$ cat config.mk
export PLATFORM = sky130hd
export DESIGN_NAME = inst_fetcher
export DESIGN_NICKNAME = d
export VERILOG_FILES = /design/src/rtl/inst_fetcher.sv
export SDC_FILE = /design/constraint.sdc
export NUM_CORES = 1
export LEC_CHECK = 0
export ABC_CLOCK_PERIOD_IN_PS = 8100
export BUFFER_PORTS_ARGS = -buffer_cell sky130_fd_sc_hd__buf_2
export CAP_MARGIN = 0
export CORE_ASPECT_RATIO = 1.75
export CORE_MARGIN = 2
export CORE_UTILIZATION = 35
export DETAILED_ROUTE_END_ITERATION = 10
export PLACE_DENSITY = 0.58
export SYNTH_ARGS = -nofsm -noshare
export SYNTH_HDL_FRONTEND = slang
export SYNTH_SLANG_ARGS = --single-unit
$ cat constraint.sdc
create_clock -name clk -period 8.1 [get_ports clk]
set_clock_uncertainty 0.2 [all_clocks]
set_input_delay 0 -clock clk [delete_from_list [all_inputs] [get_ports clk]]
set_output_delay 0 -clock clk [all_outputs]
set_load 0.02 [all_outputs]
$ cat src/rtl/inst_fetcher.sv
// Instruction fetch stage: owns the fetch PC, issues one request at a time on
// the instruction memory bus and buffers returned words in a small FIFO that
// feeds decode. A redirect from execute flushes the buffer, marks any
// in-flight response as stale and restarts fetch at the redirect target.
//
// Optional build macro INST_MISALIGN_CHECK_EN: when defined, a redirect to a
// non word-aligned target issues no fetch; instead a single marker entry with
// if_misaligned=1 is queued and issuing stalls until the next redirect or
// reset. When undefined, redirect targets are forced to word alignment.
module inst_fetcher #(
    parameter int              XLEN         = 32,
    parameter logic [XLEN-1:0] RESET_VECTOR = '0,
    parameter int              FIFO_DEPTH   = 2
) (
    input  logic            clk,
    input  logic            rst,
    output logic            i_membus_valid,
    input  logic            i_membus_ready,
    output logic [XLEN-1:0] i_membus_addr,
    input  logic            i_membus_rvalid,
    input  logic [31:0]     i_membus_rdata,
    input  logic            control_hazard,
    input  logic [XLEN-1:0] control_hazard_pc_next,
    output logic            if_valid,
    input  logic            if_ready,
    output logic [XLEN-1:0] if_addr,
    output logic [31:0]     if_bits
`ifdef INST_MISALIGN_CHECK_EN
    ,
    output logic            if_misaligned
`endif
);

    localparam int              PTR_W   = $clog2(FIFO_DEPTH);
    localparam int              CNT_W   = PTR_W + 1;
    localparam logic [CNT_W-1:0] DEPTH_C = CNT_W'(FIFO_DEPTH);

    // Fetch control state
    logic [XLEN-1:0]  fetch_pc;
    logic [XLEN-1:0]  req_pc;       // address of the request currently in flight
    logic             outstanding;
    logic             discard;      // in-flight response belongs to a flushed path

    // Instruction buffer
    logic [XLEN-1:0]  fifo_addr [FIFO_DEPTH];
    logic [31:0]      fifo_bits [FIFO_DEPTH];
    logic [PTR_W-1:0] rd_ptr;
    logic [PTR_W-1:0] wr_ptr;
    logic [CNT_W-1:0] count;

    // Per-cycle decisions
    logic             resp_any;
    logic             push;
    logic             pop;
    logic             res_bit;
    logic [CNT_W-1:0] reserved;
    logic             slot_free;
    logic             req_ok;
    logic             handshake;
    logic             head_present;
    logic [XLEN-1:0]  redirect_pc;

`ifdef INST_MISALIGN_CHECK_EN
    logic             fifo_mis [FIFO_DEPTH];
    logic             tgt_misaligned;
    logic             stall;        // parked on a misaligned target

    assign tgt_misaligned = |control_hazard_pc_next[1:0];
    assign redirect_pc    = control_hazard_pc_next;
`else
    logic             unused_tgt_lsb;

    // Targets are always word aligned in this build; the low bits are dropped.
    assign redirect_pc    = {control_hazard_pc_next[XLEN-1:2], 2'b00};
    assign unused_tgt_lsb = ^control_hazard_pc_next[1:0];
`endif

    // Issue gating, response handling and decode handshake for this cycle
    always_comb begin
        resp_any     = i_membus_rvalid && outstanding;
        // A response is kept only if it is not stale and not flushed by a
        // redirect arriving in the very same cycle.
        push         = resp_any && !discard && !control_hazard;
        // A returning stale response frees its reservation outright; a kept
        // response converts its reservation into a buffered entry.
        res_bit      = outstanding && !(resp_any && discard);
        reserved     = count + CNT_W'(res_bit);
        slot_free    = (!outstanding || resp_any) && (reserved < DEPTH_C);
        req_ok       = slot_free && !control_hazard && !rst;
`ifdef INST_MISALIGN_CHECK_EN
        req_ok       = req_ok && !stall;
`endif
        handshake    = req_ok && i_membus_ready;
        head_present = (count != '0);
        if_valid     = head_present && !control_hazard && !rst;
        pop          = if_valid && if_ready;
    end

    // Head entry drives decode directly; an empty buffer presents zeros
    always_comb begin
        if_addr = '0;
        if_bits = '0;
        if (head_present) begin
            if_addr = fifo_addr[rd_ptr];
            if_bits = fifo_bits[rd_ptr];
        end
`ifdef INST_MISALIGN_CHECK_EN
        if_misaligned = head_present && fifo_mis[rd_ptr];
`endif
    end

    assign i_membus_valid = req_ok;
    assign i_membus_addr  = fetch_pc;

    // Control state: PC, outstanding/discard tracking, FIFO pointers and count
    always_ff @(posedge clk) begin
        if (rst) begin
            fetch_pc    <= RESET_VECTOR;
            outstanding <= 1'b0;
            discard     <= 1'b0;
            rd_ptr      <= '0;
            wr_ptr      <= '0;
            count       <= '0;
`ifdef INST_MISALIGN_CHECK_EN
            stall       <= 1'b0;
`endif
        end else if (control_hazard) begin
            fetch_pc    <= redirect_pc;
            // A response landing in the redirect cycle is simply dropped; only a
            // still-pending one has to be remembered as stale.
            outstanding <= outstanding && !i_membus_rvalid;
            discard     <= outstanding && !i_membus_rvalid;
            rd_ptr      <= '0;
`ifdef INST_MISALIGN_CHECK_EN
            wr_ptr      <= tgt_misaligned ? PTR_W'(1) : '0;
            count       <= tgt_misaligned ? CNT_W'(1) : '0;
            stall       <= tgt_misaligned;
`else
            wr_ptr      <= '0;
            count       <= '0;
`endif
        end else begin
            if (handshake) begin
                fetch_pc <= fetch_pc + XLEN'(4);
            end
            if (resp_any) begin
                outstanding <= 1'b0;
                discard     <= 1'b0;
            end
            // A new request accepted alongside a response becomes the in-flight one.
            if (handshake) begin
                outstanding <= 1'b1;
            end
            if (push) begin
                wr_ptr <= wr_ptr + PTR_W'(1);
            end
            if (pop) begin
                rd_ptr <= rd_ptr + PTR_W'(1);
            end
            count <= count + CNT_W'(push) - CNT_W'(pop);
        end
    end

    // Data path: request address capture and buffer writes (no reset needed)
    always_ff @(posedge clk) begin
        if (handshake) begin
            req_pc <= fetch_pc;
        end
`ifdef INST_MISALIGN_CHECK_EN
        if (control_hazard && tgt_misaligned) begin
            fifo_addr[0] <= control_hazard_pc_next;
            fifo_bits[0] <= '0;
            fifo_mis[0]  <= 1'b1;
        end else if (push) begin
            fifo_addr[wr_ptr] <= req_pc;
            fifo_bits[wr_ptr] <= i_membus_rdata;
            fifo_mis[wr_ptr]  <= 1'b0;
        end
`else
        if (push) begin
            fifo_addr[wr_ptr] <= req_pc;
            fifo_bits[wr_ptr] <= i_membus_rdata;
        end
`endif
    end

endmodule

==> results of run 1 <==
how the worst max path moves through the flow:
stage                         startpoint          endpoint  cells past startpoint
after CTS                            rst  i_membus_addr[4]                     10
after floorplan              outstanding  fifo_addr[0][10]                      5
final                                rst  i_membus_addr[4]                     10
after detailed placement  control_hazard  i_membus_addr[4]                      8
after global routing                 rst  i_membus_addr[4]                     10
after global placement    control_hazard  i_membus_addr[4]                      8
tightest hold or removal path, cell delays in order:
cell	delay (ns)
buf_2	0.36
nand2_1	0.15
a31oi_1	0.06
placed cells by master, fill, tap and decap left out, drive strengths merged, types with 2 or more instances in the layout:
cell type	n
buf	165
edfxtp	154
dlygate4sd3	73
nor2	69
mux2i	63
nand2	41
dfxtp	37
a31oi	24
clkbuf	21
nand3	19
inv	16
nand4	13
a21oi	12
nor3	10
or4	9
or3	8
and2	7
nand2b	5
and3	5
o311ai	5
o211ai	5
and4	5
nor2b	4
o21ai	4
conb	4
clkinv	4
o41ai	3
o22ai	3
xnor2	3
ha	3
a31o	2
o31ai	2
o21a	2
a311oi	2
o31a	2
a22oi	2
a211oi	2
registers in the layout (all words and copies together), names as in the netlist, named ones only:
name	count
wr_ptr	1
count	2
i_membus_addr	30
req_pc	30
discard	1
rd_ptr	1
fifo_bits	64
outstanding	1
fifo_addr	60
layout make-up:
type | count | area (um2)
fill | 2065 | 11760
clock buffer | 21 | 508.0
tap | 296 | 370.4
timing repair buffer | 238 | 1567
sequential | 191 | 5369
clock inverter | 11 | 103.9
multi-input combinational | 351 | 2268
inverter | 9 | 33.78
layer usage:
metal  up-vias  routed length, um  GRT usage
li1       2663                  -          -
met2       132               9994     0.2812
met5         -                  0          0
met3        17                594    0.02470
met1      2634               7389     0.1866
met4         0                318    0.05756
logic make-up (layout without fill, tap and decap cells):
group           after synthesis  count (layout)
mux                          63              63
buf+inv                      48             279
compound gates               77              77
flops                       191             191
xor+xnor                      4               4
other cells                   1               4
simple gates                200             200
fa+ha+maj                     3               3
stage by stage:
| step | hold slack (ns) | cells | total power [uW] |
|---|---|---|---|
| 2_1_floorplan | -0.1011 | 590 | 1160 |
| 3_3_place_gp | -0.01207 | 1012 | 1201 |
| 3_5_place_dp | -0.008526 | 1012 | 1203 |
| 4_1_cts | 0.0002152 | 1117 | 2085 |
| 5_1_grt | 0.04437 | 1117 | 2130 |
| 6_report | 0.009270 | 1117 | 2060 |
power groups by stage:
stage / combinational [uW] / sequential [uW] / clock, uW
after floorplan: 40.0 / 1120 / 0
after global placement: 85.8 / 1120 / 0
after detailed placement: 86.9 / 1120 / 0
after CTS: 115 / 1090 / 876
after global routing: 124 / 1100 / 908
final: 114 / 1090 / 852
what timing repair did:
item	CTS	global route
hold endpoints to repair	100	0
buffers inserted	0	0
hold buffers	73	0
gates resized for setup	0	0
==> reports/results.ini, run 1 <==
[finish]
layout-drive-gt1-share = 0.2546
antennaDiodeCount = 0
postLayoutCoreUtil = 0.4649
fin_area_um2 = 10220
layout.nets = 881
area_growth_pct = 30.69

[global_routing]
grt_usage = 0.1573
grt_pass1_wl_mm = 28.02
overflow = 0
grt_pass1_vias = 5311
antenna_found_initial = 0
grt_max_degree = 63

[sta]
hold_viol_final = 0
setup_violations = 0
tightest_slew_ns = 1.110
max_slew_margin = 0.2597
layout_setup_ws_ns = 3.953
rsz0062_at_grt = false
fmax_mhz = 241.2
maxSlewViolCount = 0
post-route-period-util = 0.5119
tns_ns = 0
period_minus_slack_ns = 4.147

[setup_path]
end_kind = flip-flop
cpPeakStageDelay_ns = 0.74
r2r_end = i_membus_addr[4]
crit_family = buffers and inverters
crit_required_ns = 8.22
crit_path_frequent_cell = dlygate4sd3_1
ff2ff_setup_slack_ns = 4.34
r2r-start = outstanding
crit_type = input port to flip-flop
path_buf_inv = 5
crit_chain = dlygate4sd3_1 -> buf_2 -> nor2_1 -> and3_1 -> nand3_2 -> clkinv_1 -> buf_4 -> a32oi_1 -> a21oi_1 -> dlygate4sd3_1
cpMaxStageDelayCell = clkinv_1
cp.arrival_ns = 4.27
critPathMaxFanout = 45
reg2regPathDepth = 8
start_kind = input port

[synth]
synthCells = 587
yosysWarnings = 0
synthArstFlopShare = 0
synth_cell_type_count = 57
synth-compound-area-share = 0.06768
syn_area_um2 = 7820
synth_top_area_share = 0.5914
synth_edf_count = 154
synthMuxAreaShare = 0.08064
yosysMostFrequentCell = edfxtp_1
synth_seq_area_share = 0.6861
avgSynthCellArea_um2 = 13.32
synthTopCellsByCount = edfxtp_1, nor2_1, mux2i_1, nand2_1, dfxtp_1
ys_seq_elements = 191
synth_area_leader_cell = edfxtp_1
synth-simple-area-share = 0.1283
ys_top_cells_by_area = edfxtp_1, dfxtp_1, mux2i_1
synth_top_family_by_area = simple AND/OR/NAND/NOR gates
synth_xor_xnor_area_share = 0.004480
synth_fa_ha_area_frac = 0.004800
synth_flop_cell = edfxtp_1

[placement]
port_buffers = 161
gp_congestion = 0.7841
place_area_um2 = 8877
place_hpwl_mm = 11.25
place_ws_ns = 4.543

[worst_hold_path]
min_to = i_membus_addr[26]
hold_class = input port to flip-flop
whs_path_depth = 3
hold_path.startpoint = control_hazard

[drt]
drt-pass1-iter-count = 4
routedWlPerCell_um = 16.38
drc_errors = 0
antenna_left = 0
vias = 5446
viasPerCell = 4.876
drt_iter0_markers = 240
wirelength_mm = 18.30

[floorplanning]
die_y_um = 201.7
start_util = 0.3558
die_area_um2 = 23600
io_pins = 168
rows = 72
coreArea_um2 = 21980
die_w_um = 117.0

[power_and_ir_drop]
ir_worst_vdd_v = 0.00009813
clkPwrFrac = 0.413
combinationalPowerShare = 0.055
netSwitchingFraction = 0.2261
power_frac_seq = 0.531
intPower_uw = 1595
p_sw_uw = 465.8
p_leak_uw = 0.003683
pwr_density_cell_nw_per_um2 = 201.6

[clock_tree]
clk_path_buf_depth = 2
cts-root-buf = clkbuf_16
cts_max_level = 4
clk_latency_ns = 0.44
cts_tree = done
cts_made_buffers = 17
clk_pin_slew_worst_paths_ns = 0.08
clock_sinks = 191

[run_status]
status = complete, no violations

[job]
drv_cap = 0

Power figures use the tool's default switching activity.
==> inputs of run 2 (changes only) <==
--- a/config.mk
+++ b/config.mk
@@ -5,7 +5,8 @@
 export SDC_FILE = /design/constraint.sdc
 export NUM_CORES = 1
 export LEC_CHECK = 0
-export ABC_CLOCK_PERIOD_IN_PS = 8100
+export ABC_AREA = 1
+export ABC_CLOCK_PERIOD_IN_PS = 3900
 export BUFFER_PORTS_ARGS = -buffer_cell sky130_fd_sc_hd__buf_2
 export CAP_MARGIN = 0
 export CORE_ASPECT_RATIO = 1.75
==> constraint.sdc (replaced) <==
create_clock -name clk -period 3.9 [get_ports clk]
set_clock_uncertainty 0.2 [all_clocks]
set_input_delay 0 -clock clk [delete_from_list [all_inputs] [get_ports clk]]
set_output_delay 0 -clock clk [all_outputs]
set_load 0.02 [all_outputs]
==> run 2 against run 1 <==
Global-route usage increased by 1.8 points. Synthesized cell count increased by 40%. Worst setup slack got worse by 3.7 ns. Critical path type unchanged. Non-clock buffer count increased by 62. Register-to-register slack got worse by 3.9 ns. Wire length increased by 15%. Clock power increased by 90%. First-iteration DRC count increased by 52%.
==> reports/results.ini, run 2 <==
[sta]
fin_hold_ws_ns = 0.09383  ; was 0.009270 ns
fmax_mhz = 278.0
setup_violations = 0  ; unchanged
tns_ns = 0  ; unchanged
layout_setup_ws_ns = 0.3033  ; was 3.953 ns
tightest_slew_ns = 0.8697  ; was 1.110 ns
post-route-period-util = 0.9222
rsz0062_at_grt = false  ; unchanged
hold_viol_final = 0  ; unchanged
period_minus_slack_ns = 3.597
max_slew_margin = 0.4202  ; was 0.2597
maxSlewViolCount = 0  ; unchanged

[drt]
antenna_left = 0  ; unchanged
wirelength_mm = 21.11  ; was 18.30 mm
drt-pass1-iter-count = 4  ; unchanged
vias = 6601  ; was 5446
viasPerCell = 4.636  ; was 4.876
routedWlPerCell_um = 14.82  ; was 16.38 um
drc_errors = 0  ; unchanged
drt_iter0_markers = 364  ; was 240

[global_routing]
antenna_found_initial = 0  ; unchanged
overflow = 0  ; unchanged
grt_max_degree = 63  ; unchanged
grt_usage = 0.1751  ; was 0.1573
grt_pass1_wl_mm = 33.72  ; was 28.02 mm
grt_pass1_vias = 6552  ; was 5311

[clock_tree]
post-cts-setup-buffers = 0  ; unchanged
clock_sinks = 191  ; unchanged
cts_tree = done  ; unchanged
cts_made_buffers = 17  ; unchanged
cts-root-buf = clkbuf_16  ; unchanged
clk_path_buf_depth = 2  ; unchanged
clk_latency_ns = 0.44  ; about the same
cts_max_level = 4  ; unchanged
clk_pin_slew_worst_paths_ns = 0.07  ; was 0.08 ns

[placement]
port_buffers = 161  ; unchanged
place_ws_ns = 1.217  ; was 4.543 ns
place_inst = 1261  ; was 1012
place_hpwl_mm = 13.32  ; was 11.25 mm
place_area_um2 = 9329  ; was 8877 um2
gp_congestion = 0.8434  ; was 0.7841

[floorplanning]
start_util = 0.3548  ; was 0.3558
coreArea_um2 = 23240  ; was 21980 um2
rows = 74  ; was 72
die_w_um = 120.0  ; was 117.0 um
die_y_um = 207.0  ; was 201.7 um
io_pins = 168  ; unchanged
die_area_um2 = 24850  ; was 23600 um2

[finish]
largest_reg_flops = 64  ; unchanged
final_cell_mix = nand2_1, buf_2, edfxtp_1  ; was buf_2, edfxtp_1, dlygate4sd3_1
largest_registers = fifo_bits x64, fifo_addr x60  ; unchanged
stdcell_count = 1424  ; was 1117
layout.nets = 1180  ; was 881
antennaDiodeCount = 0  ; unchanged
layout-drive-gt1-share = 0.2036  ; was 0.2546
area_growth_pct = 35.74  ; was 30.69%
final_common_cell = nand2_1  ; was buf_2
largest_register = fifo_bits  ; unchanged
fin_area_um2 = 11190  ; was 10220 um2

[synth]
yosysMostFrequentCell = nand2_1  ; was edfxtp_1
synth_top_area_share = 0.5608  ; was 0.5914
synthArstFlopShare = 0  ; unchanged
synth_edf_count = 154  ; unchanged
synth_seq_area_share = 0.6507  ; was 0.6861
yosysWarnings = 0  ; unchanged
synth_flop_cell = edfxtp_1  ; unchanged
synth_cell_type_count = 35  ; was 57
avgSynthCellArea_um2 = 10.02  ; was 13.32 um2
ys_top_cells_by_area = edfxtp_1, nand2_1, dfxtp_1  ; was edfxtp_1, dfxtp_1, mux2i_1
synthTopCellsByCount = nand2_1, edfxtp_1, a21oi_1, nor2_1, inv_1  ; was edfxtp_1, nor2_1, mux2i_1, nand2_1, dfxtp_1
synthCells = 823  ; was 587
ys_seq_elements = 191  ; unchanged
synth_area_leader_cell = edfxtp_1  ; unchanged
syn_area_um2 = 8245  ; was 7820 um2

[worst_hold_path]
hold_class = input port to flip-flop  ; unchanged
whs_path_depth = 2  ; was 3
hold_path.startpoint = i_membus_rdata[25]  ; was control_hazard

[setup_path]
r2r-start = count[0]  ; was outstanding
crit_required_ns = 4.09  ; was 8.22 ns
crit_chain = dlygate4sd3_1 -> buf_2 -> clkinv_8 -> nand2_4 -> nor2_4 -> nand4_4 -> inv_4 -> buf_4 -> nand2_1 -> nand3_1 -> dlygate4sd3_1 -> nand2_1 -> dlygate4sd3_1 -> inv_1  ; was dlygate4sd3_1 -> buf_2 -> nor2_1 -> and3_1 -> nand3_2 -> clkinv_1 -> buf_4 -> a32oi_1 -> a21oi_1 -> dlygate4sd3_1
crit_path_frequent_cell = dlygate4sd3_1  ; unchanged
startpoint = rst  ; unchanged
path_buf_inv = 8  ; was 5
cpMaxStageDelayCell = dlygate4sd3_1  ; was clkinv_1
cp.arrival_ns = 3.79  ; was 4.27 ns
cpPeakStageDelay_ns = 0.56  ; was 0.74 ns
reg2regPathDepth = 13  ; was 8
end_kind = flip-flop  ; unchanged
cp.depth = 14  ; was 10
start_kind = input port  ; unchanged
crit_family = buffers and inverters  ; unchanged
crit_type = input port to flip-flop  ; unchanged
critPathMaxFanout = 32  ; was 45

[power_and_ir_drop]
ir_worst_vdd_v = 0.0002440  ; was 0.00009813 V
p_leak_uw = 0.004518  ; was 0.003683 uW
pwr_density_cell_nw_per_um2 = 377.8  ; was 201.6 nW/um2

[job]
drv_cap = 0  ; unchanged

[run_status]
status = complete, no violations  ; unchanged

## run 2: cell count changes in the layout (fill, tap and decap cells not counted), sizes merged, moves of 7 or more
cell,change
a21oi,+77
and2,-7
nand4,-8
nand3b,+9
nand2,+263
or4,-9
nand3,+14
inv,+35
a31oi,-24
mux2i,-63
dlygate4sd3,+58
or3,-8
nor3,-7
## run 2: cell families (layout without fill, tap and decap cells)
kind of cell	after synthesis	after routing	share of synthesized area
AO/OA/AOI/OAI	108	108	0.06996
XOR/XNOR	11	11	0.01168
adder cells (fa/ha/maj)	3	3	0.004553
buffers and inverters	85	379	0.04871
flip-flops	191	191	0.6507
other	1	4	0.0004548
AND/OR/NAND/NOR	424	424	0.2140
## run 2: what timing repair did
item                       4_1_cts  5_1_grt
hold endpoints to repair       101        0
hold buffers                   131        0
setup endpoints to repair        0        4
resized for setup                0        2
## run 2: routing by layer
metal / track usage / vias up / share of wire / wire length, um
li1: - / 3304 / - / -
met1: 0.1856 / 3119 / 0.37 / 7911
met2: 0.3327 / 147 / 0.57 / 11950
met3: 0.03442 / 31 / 0.039 / 816
met4: 0.06775 / 0 / 0.020 / 427
met5: 0 / - / 0 / 0
## run 2: cell type report
cell class                      instances  area [um2]
Fill cell                            2162       12050
Sequential cell                       191        5366
Multi-Input combinational cell        550        2510
Timing Repair Buffer                  300        2190
Clock buffer                           19       442.9
Tap cell                              304       380.4
Inverter                               47       196.4
Clock inverter                         13       106.4
## run 2: path summary, 6_finish.rpt
kind / slack [ns] / endpoint
max: 0.30 / i_membus_addr[11]
min: 0.09 / fifo_bits[1][25]
max reg2reg: 0.41 / i_membus_addr[11]
min reg2reg: 0.24 / fifo_addr[1][29]
## run 2: power breakdown
group | switching [uW] | total, uW | internal [uW]
clock | 772 | 1620 | 846
combinational | 153 | 327 | 173
sequential | 51.1 | 2280 | 2230
total | 977 | 4230 | 3250
## run 2: worst reg2reg max path: stages, from the launching register on
cell,delay (ns)
dfxtp_1,0.41
nand2_1,0.07
inv_1,0.07
nand2_1,0.05
nand2_1,0.10
nand4_4,0.44
inv_4,0.50
buf_4,0.26
nand2_1,0.07
nand3_1,0.07
dlygate4sd3_1,0.56
nand2_1,0.05
dlygate4sd3_1,0.55
inv_1,0.05
## run 2: metrics by stage
step | total power (uW) | utilization
6_report | 4228 | 0.4816
5_1_grt | 4402 | 0.4816
4_1_cts | 4274 | 0.4815
3_5_place_dp | 2541 | 0.4014
3_3_place_gp | 2535 | 0.4014
2_1_floorplan | 2443 | -
==> inputs of run 3 (changes only) <==
--- a/config.mk
+++ b/config.mk
@@ -5,13 +5,13 @@
 export SDC_FILE = /design/constraint.sdc
 export NUM_CORES = 1
 export LEC_CHECK = 0
-export ABC_AREA = 1
 export ABC_CLOCK_PERIOD_IN_PS = 3900
 export BUFFER_PORTS_ARGS = -buffer_cell sky130_fd_sc_hd__buf_2
 export CAP_MARGIN = 0
 export CORE_ASPECT_RATIO = 1.75
-export CORE_MARGIN = 2
+export CORE_MARGIN = 1
 export CORE_UTILIZATION = 35
+export CTS_CLUSTER_SIZE = 14
 export DETAILED_ROUTE_END_ITERATION = 10
 export PLACE_DENSITY = 0.58
 export SYNTH_ARGS = -nofsm -noshare
==> run 3 against run 2 <==
Critical endpoint is now i_membus_addr[4]. Fmax rose by 23%. Flip-flop and latch count did not move. Cell count fell by 21%. Non-clock buffer count fell by 52. Worst setup slack improved by 0.66 ns. Cell area fell by 8.0%.
==> reports/results.ini, run 3 (synthesis gave the netlist of run 1 again) <==
[global_routing]
grt_pass1_vias = 5103  ; was 6552
overflow = 0  ; unchanged
antenna_found_initial = 0  ; unchanged
grt_usage = 0.1583  ; was 0.1751
grt_max_degree = 63  ; unchanged
grt_pass1_wl_mm = 26.97  ; was 33.72 mm

[finish]
layout.nets = 891  ; was 1180
largest_register = fifo_bits  ; unchanged
area_growth_pct = 31.65  ; was 35.74%
largest_registers = fifo_bits x64, fifo_addr x60  ; unchanged
antennaDiodeCount = 0  ; unchanged
final_common_cell = buf_2  ; was nand2_1
fin_area_um2 = 10290  ; was 11190 um2
stdcell_count = 1127  ; was 1424
layout-drive-gt1-share = 0.2551  ; was 0.2036
largest_reg_flops = 64  ; unchanged
final_cell_mix = buf_2, edfxtp_1, dlygate4sd3_1  ; was nand2_1, buf_2, edfxtp_1

[clock_tree]
cts_tree = done  ; unchanged
cts-root-buf = clkbuf_16  ; unchanged
post-cts-setup-buffers = 0  ; unchanged
clk_latency_ns = 0.44  ; about the same
clk_path_buf_depth = 2  ; unchanged
clk_pin_slew_worst_paths_ns = 0.08  ; was 0.07 ns
cts_made_buffers = 17  ; unchanged
cts_max_level = 4  ; unchanged
clock_sinks = 191  ; unchanged

[sta]
period_minus_slack_ns = 2.935  ; was 3.597 ns
max_slew_margin = 0.2469  ; was 0.4202
tightest_slew_ns = 1.130  ; was 0.8697 ns
post-route-period-util = 0.7527  ; was 0.9222
maxSlewViolCount = 0  ; unchanged
setup_violations = 0  ; unchanged
rsz0062_at_grt = false  ; unchanged
fmax_mhz = 340.7  ; was 278.0 MHz
layout_setup_ws_ns = 0.9646  ; was 0.3033 ns
tns_ns = 0  ; unchanged
hold_viol_final = 0  ; unchanged

[worst_hold_path]
min_to = i_membus_addr[21]  ; was fifo_bits[1][25]
hold_path.startpoint = control_hazard  ; was i_membus_rdata[25]
hold_class = input port to flip-flop  ; unchanged
whs_path_depth = 3  ; was 2

[setup_path]
end_kind = flip-flop  ; unchanged
start_kind = input port  ; unchanged
critPathMaxFanout = 45  ; was 32
cp.arrival_ns = 3.06  ; was 3.79 ns
crit_type = input port to flip-flop  ; unchanged
reg2regPathDepth = 6  ; was 13
r2r_end = i_membus_addr[22]  ; was i_membus_addr[11]
crit_required_ns = 4.03  ; was 4.09 ns
r2r-start = i_membus_addr[6]  ; was count[0]
ff2ff_setup_slack_ns = 1.07  ; was 0.41 ns

[drt]
drt_iter0_markers = 256  ; was 364
antenna_left = 0  ; unchanged
drc_errors = 0  ; unchanged
viasPerCell = 4.854  ; was 4.636
vias = 5470  ; was 6601
routedWlPerCell_um = 16.01  ; was 14.82 um
wirelength_mm = 18.05  ; was 21.11 mm
drt-pass1-iter-count = 4  ; unchanged

[floorplanning]
coreArea_um2 = 21980  ; was 23240 um2
io_pins = 168  ; unchanged
start_util = 0.3558  ; was 0.3548
rows = 72  ; was 74
die_w_um = 115.0  ; was 120.0 um
die_y_um = 199.7  ; was 207.0 um
die_area_um2 = 22970  ; was 24850 um2

[placement]
place_area_um2 = 8919  ; was 9329 um2
port_buffers = 161  ; unchanged
place_inst = 1016  ; was 1261
gp_congestion = 0.7767  ; was 0.8434
place_hpwl_mm = 11.58  ; was 13.32 mm
place_ws_ns = 1.348  ; was 1.217 ns

[run_status]
status = complete, no violations  ; unchanged

[power_and_ir_drop]
p_leak_uw = 0.003705  ; was 0.004518 uW
ir_worst_vdd_v = 0.0002682  ; was 0.0002440 V
pwr_density_cell_nw_per_um2 = 411.3  ; was 377.8 nW/um2

[job]
drv_cap = 0  ; unchanged

-- run 3: what timing repair did --
item / CTS / global route
gates resized for setup: 0 / 0
endpoints found under the setup margin: 0 / 0
hold endpoints to repair: 100 / 0
hold buffers: 79 / 0
-- run 3: layer usage --
metal,up-vias,GRT usage,share of wire
met5,-,0,0
met3,13,0.03563,0.031
met1,2644,0.1711,0.39
li1,2686,-,-
met2,127,0.2961,0.56
met4,0,0.06013,0.012
-- run 3: layout make-up --
cell class              count  area, um2
clock inverters            13      142.6
flip-flops and latches    191       5369
clock buffers              19      442.9
multi-input cells         351       2267
inverters                   9      33.78
repair buffers            248       1669
well taps                 296      370.4
fillers                  2067      11690
-- run 3: through the flow --
stage / utilization / total power, uW / hold WS [ns]
after CTS: 0.4684 / 4293 / 0.0005779
after global placement: 0.4057 / 2495 / -0.01198
after floorplan: - / 2409 / -0.1011
after global routing: 0.4684 / 4392 / 0.04018
final: 0.4684 / 4234 / 0.02338
after detailed placement: 0.4057 / 2501 / -0.008649
-- run 3: how the worst max path moves through the flow --
stage / start / cells past startpoint / end
after floorplan: outstanding / 5 / fifo_addr[0][10]
after global placement: control_hazard / 8 / i_membus_addr[11]
after detailed placement: control_hazard / 8 / i_membus_addr[9]
after CTS: rst / 9 / i_membus_addr[4]
after global routing: rst / 9 / i_membus_addr[4]
final: rst / 9 / i_membus_addr[4]
-- run 3: power breakdown --
group	leakage (uW)	internal (uW)	switching, uW
Sequential	0.00170	2230	42.1
Clock	0.000283	925	792
Combinational	0.00173	121	123
Total	0.00371	3280	958
-- run 3: worst max-delay path, stage by stage --
cell           delay, ns
dlygate4sd3_1       0.52
buf_2               0.67
nor2_1              0.18
and3_1              0.25
nand3_2             0.08
clkinv_1            0.35
a32oi_1             0.32
a21oi_1             0.09
dlygate4sd3_1       0.60
